$ cat config.mk
export PLATFORM = sky130hd
export DESIGN_NAME = aes_xactor
export DESIGN_NICKNAME = d
export VERILOG_FILES = /design/src/rtl/aes_xactor_pkg.sv /design/src/rtl/aes_xactor_rsp_reg.sv /design/src/rtl/aes_xactor.sv
export SDC_FILE = /design/constraint.sdc
export NUM_CORES = 1
export LEC_CHECK = 0
export BUFFER_PORTS_ARGS = -buffer_cell sky130_fd_sc_hd__buf_2
export CORE_AREA = 10 10 398 400
export CTS_BUF_LIST = sky130_fd_sc_hd__clkbuf_4 sky130_fd_sc_hd__clkbuf_8 sky130_fd_sc_hd__clkbuf_16
export DETAILED_ROUTE_END_ITERATION = 12
export DIE_AREA = 0 0 408 410
export PLACE_DENSITY = 0.3
export SLEW_MARGIN = 20
export SYNTH_ARGS = -nofsm -noshare
export SYNTH_HDL_FRONTEND = slang
export SYNTH_SLANG_ARGS = --single-unit
$ cat constraint.sdc
create_clock -name clk -period 2.03 [get_ports clk]
set_input_delay 0.1015 -clock clk [delete_from_list [all_inputs] [get_ports clk]]
set_output_delay 0.1015 -clock clk [all_outputs]
set_load 0.05 [all_outputs]
$ cat src/rtl/aes_xactor_pkg.sv
// Shared types for the AES command transactor.
// Optional feature macro: AES_XACTOR_TIMEOUT_EN (bounded wait for core done pulses).
package aes_xactor_pkg;

   localparam int unsigned KEY_W_DEF   = 256;
   localparam int unsigned BLK_W_DEF   = 128;
   localparam int unsigned TIMEOUT_DEF = 64;
   localparam int unsigned CNT_W       = 8;

   typedef logic [KEY_W_DEF-1:0] key_t;
   typedef logic [BLK_W_DEF-1:0] blk_t;
   typedef logic [CNT_W-1:0]     cnt_t;

   typedef enum logic [1:0] {
      AES_NOP      = 2'b00,
      AES_LOAD_KEY = 2'b01,
      AES_ENCRYPT  = 2'b10,
      AES_DECRYPT  = 2'b11
   } aes_op_e;

   typedef enum logic [1:0] {
      ST_OK      = 2'b00,
      ST_NOKEY   = 2'b01,
      ST_TIMEOUT = 2'b10
   } aes_status_e;

   typedef enum logic [2:0] {
      S_IDLE     = 3'd0,
      S_KEY_GO   = 3'd1,
      S_KEY_WAIT = 3'd2,
      S_BLK_GO   = 3'd3,
      S_BLK_WAIT = 3'd4,
      S_RESP     = 3'd5
   } xact_state_e;

endpackage

$ cat src/rtl/aes_xactor_rsp_reg.sv
// Response holding register: captures result and status, presents them on a valid/ready stage.
module aes_xactor_rsp_reg
   import aes_xactor_pkg::*;
#(
   parameter int unsigned BLK_W = BLK_W_DEF
) (
   input  logic             clk,
   input  logic             resetL,
   input  logic             load,
   input  logic [BLK_W-1:0] load_data,
   input  logic [1:0]       load_status,
   input  logic             ready,
   output logic             valid,
   output logic [BLK_W-1:0] data,
   output logic [1:0]       status
);

   // Load takes priority; data and status stay put until the next load.
   always_ff @(posedge clk or negedge resetL) begin
      if (!resetL) begin
         valid  <= 1'b0;
         data   <= '0;
         status <= ST_OK;
      end else if (load) begin
         valid  <= 1'b1;
         data   <= load_data;
         status <= load_status;
      end else if (valid && ready) begin
         valid  <= 1'b0;
      end
   end

endmodule

$ cat src/rtl/aes_xactor.sv
// AES command transactor: sequences key-load / encrypt / decrypt on the core.
// Optional feature macro: AES_XACTOR_TIMEOUT_EN (bounded wait, TIMEOUT status).
module aes_xactor
   import aes_xactor_pkg::*;
#(
   parameter int unsigned KEY_W   = KEY_W_DEF,
   parameter int unsigned BLK_W   = BLK_W_DEF,
   parameter int unsigned TIMEOUT = TIMEOUT_DEF
) (
   input  logic             clk,
   input  logic             resetL,
   input  logic             cmd_valid,
   output logic             cmd_ready,
   input  logic [1:0]       cmd_op,
   input  logic [KEY_W-1:0] cmd_key,
   input  logic [BLK_W-1:0] cmd_data,
   output logic             rsp_valid,
   input  logic             rsp_ready,
   output logic [BLK_W-1:0] rsp_data,
   output logic [1:0]       rsp_status,
   output logic [KEY_W-1:0] core_key,
   output logic             core_key_load,
   input  logic             core_key_done,
   output logic             core_start,
   output logic             core_decrypt,
   output logic [BLK_W-1:0] core_din,
   input  logic [BLK_W-1:0] core_dout,
   input  logic             core_done
);

   // The wait counter is 8 bits wide, so TIMEOUT must fit in it.
   if (TIMEOUT < 1 || TIMEOUT > 255) begin : g_timeout_range
      $error("aes_xactor: TIMEOUT must be in 1..255");
   end

   xact_state_e      state;
   logic             key_valid;
   aes_op_e          op_c;
   logic             accept_c;
   logic             expire_c;
   logic             rsp_load_c;
   logic [BLK_W-1:0] rsp_load_data_c;
   aes_status_e      rsp_load_status_c;

   assign op_c     = aes_op_e'(cmd_op);
   assign accept_c = cmd_valid && cmd_ready;

`ifdef AES_XACTOR_TIMEOUT_EN
   cnt_t wait_cnt;

   // Cycles spent in the current wait state; cleared on the way in.
   always_ff @(posedge clk or negedge resetL) begin
      if (!resetL) begin
         wait_cnt <= '0;
      end else if (state == S_KEY_GO || state == S_BLK_GO) begin
         wait_cnt <= '0;
      end else if (state == S_KEY_WAIT || state == S_BLK_WAIT) begin
         wait_cnt <= wait_cnt + CNT_W'(1);
      end
   end

   assign expire_c = (wait_cnt == CNT_W'(TIMEOUT - 1));
`else
   assign expire_c = 1'b0;
`endif

   // Response load: immediate for NOP/NOKEY, else on done pulse or expiry; done beats expiry.
   always_comb begin
      rsp_load_c        = 1'b0;
      rsp_load_data_c   = '0;
      rsp_load_status_c = ST_OK;
      case (state)
         S_IDLE: begin
            if (accept_c) begin
               if (op_c == AES_NOP) begin
                  rsp_load_c = 1'b1;
               end else if ((op_c == AES_ENCRYPT || op_c == AES_DECRYPT) && !key_valid) begin
                  rsp_load_c        = 1'b1;
                  rsp_load_status_c = ST_NOKEY;
               end
            end
         end
         S_KEY_WAIT: begin
            if (core_key_done) begin
               rsp_load_c = 1'b1;
            end else if (expire_c) begin
               rsp_load_c        = 1'b1;
               rsp_load_status_c = ST_TIMEOUT;
            end
         end
         S_BLK_WAIT: begin
            if (core_done) begin
               rsp_load_c      = 1'b1;
               rsp_load_data_c = core_dout;
            end else if (expire_c) begin
               rsp_load_c        = 1'b1;
               rsp_load_status_c = ST_TIMEOUT;
            end
         end
         default: ;
      endcase
   end

   // Command FSM with registered core-side outputs and cmd_ready.
   always_ff @(posedge clk or negedge resetL) begin
      if (!resetL) begin
         state         <= S_IDLE;
         cmd_ready     <= 1'b1;
         key_valid     <= 1'b0;
         core_key      <= '0;
         core_din      <= '0;
         core_decrypt  <= 1'b0;
         core_key_load <= 1'b0;
         core_start    <= 1'b0;
      end else begin
         core_key_load <= 1'b0;
         core_start    <= 1'b0;
         case (state)
            S_IDLE: begin
               if (accept_c) begin
                  core_key     <= cmd_key;
                  core_din     <= cmd_data;
                  core_decrypt <= (op_c == AES_DECRYPT);
                  cmd_ready    <= 1'b0;
                  case (op_c)
                     AES_LOAD_KEY: begin
                        state         <= S_KEY_GO;
                        core_key_load <= 1'b1;
                     end
                     AES_ENCRYPT, AES_DECRYPT: begin
                        if (key_valid) begin
                           state      <= S_BLK_GO;
                           core_start <= 1'b1;
                        end else begin
                           state <= S_RESP;
                        end
                     end
                     default: state <= S_RESP;
                  endcase
               end
            end
            S_KEY_GO: begin
               key_valid <= 1'b0;
               state     <= S_KEY_WAIT;
            end
            S_KEY_WAIT: begin
               if (core_key_done) begin
                  key_valid <= 1'b1;
                  state     <= S_RESP;
               end else if (expire_c) begin
                  state <= S_RESP;
               end
            end
            S_BLK_GO: begin
               state <= S_BLK_WAIT;
            end
            S_BLK_WAIT: begin
               if (core_done || expire_c) begin
                  state <= S_RESP;
               end
            end
            S_RESP: begin
               if (rsp_ready) begin
                  state     <= S_IDLE;
                  cmd_ready <= 1'b1;
               end
            end
            default: begin
               state     <= S_IDLE;
               cmd_ready <= 1'b1;
            end
         endcase
      end
   end

   aes_xactor_rsp_reg #(
      .BLK_W (BLK_W)
   ) u_rsp_reg (
      .clk         (clk),
      .resetL      (resetL),
      .load        (rsp_load_c),
      .load_data   (rsp_load_data_c),
      .load_status (rsp_load_status_c),
      .ready       (rsp_ready),
      .valid       (rsp_valid),
      .data        (rsp_data),
      .status      (rsp_status)
   );

endmodule

* Word level (Yosys, flattened, before mapping)
Cells that the tools add are included.
** Word-level totals
- Register bits :: 523
- Memory bits (read-only) :: 0
- Memories kept :: 0
- Output and inout bits :: 519
- Logic and storage cells :: 72
- Bits in latches :: 0
- Input port bits :: 520
- RAM bits :: 0
** Cells by class
- Shift-type cells :: 0
- Equal/unequal tests :: 12
- Div/mod/pow operators :: 0
- Reduce and logical (&&, ||, !) cells :: 15
- Order comparisons :: 0
- Bitwise gates (word level) :: 1
- Multiply operators :: 0
- Add/sub/neg operators :: 0
- Mux-type cells :: 33
** Operators by type and width (count)
- 2-to-1 mux 128 bit :: 2
- 2-to-1 mux 1 bit :: 21
- one-hot mux 3 bit (6 select lines) :: 1
- 2-to-1 mux 3 bit :: 5
- inequality test 2 bit, second input constant :: 4
- equality test 3 x 2 -> 1 bit, second input constant :: 2
- equality test 3 bit, second input constant :: 2
- one-hot mux 1 bit (3 select lines) :: 2
- one-hot mux 3 bit (2 select lines) :: 1
- equality test 2 bit, second input constant :: 2
- AND reduction 2 bit :: 2
- AND reduction 4 bit :: 1
- nonzero test 2 bit :: 2
- OR reduction 4 bit :: 1
- equality test 3 x 1 -> 1 bit, second input constant :: 1
- logical AND 1 bit :: 3
- logical NOT 3 bit :: 1
- AND reduction 3 bit :: 1
- equality test 2 x 1 -> 1 bit, second input constant :: 1
- logical NOT 2 bit :: 1
- one-hot mux 1 bit (2 select lines) :: 1
- OR reduction 2 bit :: 1
- logical NOT 1 bit :: 1
- logical OR 1 bit :: 1
- NOT 1 bit :: 1

* Longest topological paths before layout
- Depth in word-level cells :: 8
- Mapped depth :: 7
- Depth with buffers taken out :: 3

* Modules after synthesis
Synthesis repeated with hierarchy kept, for this count alone.
** Unflattened totals
- Cell total of the unflattened synthesis :: 1280
- Area total of the unflattened synthesis :: 20683.6 um^2
** Modules (own cells, without submodules)
- aes_xactor :: area each 15448.6 um^2, seq. area each 9810.7 um^2, cells each 1002, instances 1
- aes_xactor_rsp_reg :: area each 5235.0 um^2, seq. area each 3278.1 um^2, cells each 278, instances 1

* Least setup slack after synthesis
No wires, ideal clock.
- Kind :: reg2reg
- From :: reg cmd_ready
- To :: reg core_key[195]
- Library setup time :: 0.128 ns
- Stages on the path, launching flop included :: 7
- Data required time :: 1.902 ns
- Buffers on the path :: 3
- Arrival time :: 1.851 ns
- Clock period less this slack :: 1.978 ns
- Path slack :: 0.052 ns
- Cells stage by stage :: dfstp_2 > and2_1 > and3_1 > buf_4 > buf_6 > buf_4 > mux2_1
** Between the ends
- Word-level cells in the longest chain between the ends :: 2
** RTL lines
- start: declaration :: line aes_xactor.sv:13 : output logic cmd_ready,
- start signal: assignment :: line aes_xactor.sv:108 : cmd_ready <= 1'b1;
- start signal: assignment :: line aes_xactor.sv:124 : cmd_ready <= 1'b0;
- start signal: assignment :: line aes_xactor.sv:165 : cmd_ready <= 1'b1;
- logical AND 1 bit :: line aes_xactor.sv:46 : assign accept_c = cmd_valid && cmd_ready;
- AND reduction 2 bit (no line)
- end signal: assignment :: line aes_xactor.sv:121 : core_key <= cmd_key;
- end: declaration :: line aes_xactor.sv:21 : output logic [KEY_W-1:0] core_key,
Every way passes these cells.
A chain may end at the register's enable or synchronous reset.

* Worst setup path in the final report
- From :: reg cmd_ready
- To :: reg core_din[118]
** Between the ends
- Word-level cells in the longest chain between the ends :: 2
** RTL lines
- logical AND 1 bit :: line aes_xactor.sv:46
- AND reduction 2 bit (no line)
- end signal: assignment :: line aes_xactor.sv:122 : core_din <= cmd_data;
- end: declaration :: line aes_xactor.sv:26 : output logic [BLK_W-1:0] core_din,
Every way passes these cells.

==> results.yml <==
outcome:
  status: "complete, no violations"
placement:
  io_buffers: 1037
  dp_slack_ps: -43.6
  dp_hpwl_um: 80400
  place_congestion: 0.802
pwr:
  ir_worst_vdd_mv: 1.14
  p_per_area_nw_per_um2: 1880
  p_leak_uw: 0.0166
logic_synthesis:
  synth.area.top_cells: "dfrtp_1, mux2_1, a32o_1"
  muxShareOfSynthArea_pct: 22.3
  synth_commonest_cells: "dfrtp_1, mux2_1, a32o_1"
  yosysSeqAreaShare_pct: 67.1
  synth_edf_count: 0
  synth_cells: 1160
  synth_fp_nets: 1680
  async_reset_ff_share_pct: 100
  synthSimpleGateAreaFrac_pct: 0.624
  synth-compound-area-share_pct: 7.08
  synth_seq_cells: 522
  synth_area_sq_um: 19500
  ys.flop_type: "dfrtp_1"
  yosys_warnings: 0
  yosysMostFrequentCell: "dfrtp_1"
  synth.largest_area_cell: "dfrtp_1"
  synthXorXnorAreaFrac_pct: 0
  avgSynthCellArea_sq_um: 16.8
  synth_top_family_by_area: "multiplexers"
  yosysTopAreaCellShare_pct: 67.0
  yosys.area_share.adder_pct: 0
  ys_types: 34
grt:
  grt_pass1_wl_um: 144000
  antenna_found_initial: 9
  grt_overflow: 0
  grt_pass1_vias: 19447
  grt_max_degree: 84
  track_usage_pct: 11.6
final_layout:
  num-fill-cells: 16244
  syn_to_final_growth_pct: 81.3
  fin_nets: 3299
  drive_gt1_share_pct: 46.5
routing:
  drcViolationCount: 0
  wirelength_um: 101000
  via_per_inst: 3.46
  first_pass_iters: 4
  drt-initial-drc-count: 628
  vias: 16812
  post_drt_wl_per_cell_um: 20.8
  ant_nets: 0
timing:
  slew_headroom_pct: 48.1
  setup_viol_count_final: 0
  period_minus_slack_ps: 1970
  fmax_ghz: 0.509
  worstMarginPinSlew_ps: 779
  finalCritPeriodShare_pct: 96.8
  report.final.slew_viol_count: 0
  rsz0062_at_grt: "false"
  skew_ps: 15.1
  setup_tns_ps: 0
  report.final.hold_viol_count: 0
  setup_slack_ps: 65.0
clock_network:
  tritoncts: "built"
  cts-root-buf: "clkbuf_16"
  clockBufferDepth: 3
  htree_levels: 3
  cts.sinks: 522
  path_clk_slew_ps: 50
  clock_latency_ps: 640
  cts_made_buffers: 72
die:
  coreArea_sq_um: 151000
  num_rows: 143
  die_h_um: 410
  dieArea_sq_um: 167000
  die_width_um: 408
  ioPinCount: 1039
  initial_core_util_pct: 12.9
setup_path:
  worstPathMaxFanout: 46
  worstSetupStartpointType: "flip-flop"
  required_ps: 2540
  cp_top_family: "flip-flops"
  end_kind: "flip-flop"
  worstSetupPathType: "flip-flop to flip-flop"
  critPathSlowestCell: "dfstp_2"
  critical_path_arrival_ps: 2480
  cp_num_buf_inv: 2
  crit_path_max_incr_delay_ps: 540
  path_cells: "and2_1, and3_4, buf_12, buf_16, mux2_1"
hold_path:
  hold_path.class: "primary input to asynchronous set/reset pin"
flow_run:
  maxCapViolations: 0
==> placed cells by master (no fill, tap or decap), drive strengths merged, types with 4 or more instances in the layout <==
cell | Yosys | layout
a32o | 129 | 129
clkinv | 0 | 7
nand2 | 5 | 5
buf | 59 | 1110
mux2 | 384 | 384
clkbuf | 28 | 109
dlygate4sd3 | 0 | 522
inv | 3 | 9
dfrtp | 521 | 521
diode | 0 | 4
==> flip-flops by register name, summed over array words and instances (netlist names) <==
signal            flops
core_key            256
core_din            128
u_rsp_reg.data      128
state                 3
cmd_ready             1
core_decrypt          1
core_key_load         1
core_start            1
key_valid             1
u_rsp_reg.status      1
u_rsp_reg.valid       1
==> worst paths after layout <==
kind                            cells after the start                        end  slack, ps                startpoint
worst max register to register                      5  core_din[118]$_DFFE_PN0P_         60     cmd_ready$_DFFE_PN1P_
worst min-delay path                                2   core_din[33]$_DFFE_PN0P_        100                    resetL
worst max-delay path                                5  core_din[118]$_DFFE_PN0P_         60     cmd_ready$_DFFE_PN1P_
worst min register to register                      1   core_din[64]$_DFFE_PN0P_        480  core_din[64]$_DFFE_PN0P_
max in group asynchronous                           3    core_key[9]$_DFFE_PN0P_       1150                    resetL
min in group clk                                    3   core_key[15]$_DFFE_PN0P_        210               cmd_key[15]
==> area by class of cell <==
class / instances / area (sq um) / area share [%]
Clock inverter: 17 / 226 / 0.642
Tap cell: 2030 / 2540 / 7.20
Clock buffer: 109 / 2210 / 6.27
Multi-Input combinational cell: 548 / 5870 / 16.7
Inverter: 3 / 11.3 / 0.0319
Antenna cell: 4 / 10.0 / 0.0284
Timing Repair Buffer: 1632 / 11300 / 32.2
Sequential cell: 522 / 13100 / 37.0
==> stage by stage <==
step	hold slack, ps	instance area (sq um)	power, uW	instances	utilization (%)
global placement	205	27600	52800	4212	18.3
finish	100	35300	66200	4865	23.4
detailed placement	202	27600	53000	4212	18.3
CTS	63.4	35300	67600	4861	23.4
global route	82.7	35300	69300	4863	23.4
floorplan	-194	19500	41800	1160	-
==> cells by family after synthesis <==
group / count (synthesis)
flip-flops: 522
multiplexers: 386
AO/OA/AOI/OAI: 141
buffers and inverters: 90
AND/OR/NAND/NOR: 20
other: 1
==> power by group <==
group	switching [uW]	total [uW]	internal (uW)	leakage (uW)
clock	5130	13100	7930	0.00122
sequential	2680	18200	15500	0.00638
combinational	26000	34900	8920	0.00897
total	33800	66200	32400	0.0166
==> repair_timing <==
action                     in CTS  in global routing
setup buffers                   1                  0
hold endpoints to repair      760                  0
hold buffers                  522                  0
pin swaps                       1                  0
setup endpoints to repair      80                  1
resized for setup               0                  1
cloned                          0                  0
==> routing by layer <==
layer | vias up | track usage, % | routed length, um
met5 | - | 0 | 14
met4 | 2 | 3.92 | 2770
met3 | 119 | 3.65 | 7430
met2 | 602 | 21.8 | 54700
met1 | 8515 | 12.2 | 36500
li1 | 7574 | - | -
==> worst register-to-register path, stage by stage (launching register included) <==
cell and delay (ps):
dfstp_2 540, and2_1 170, and3_4 240, buf_12 190, buf_16 310, mux2_1 390
Note: power is estimated with default switching activity, not from simulation.
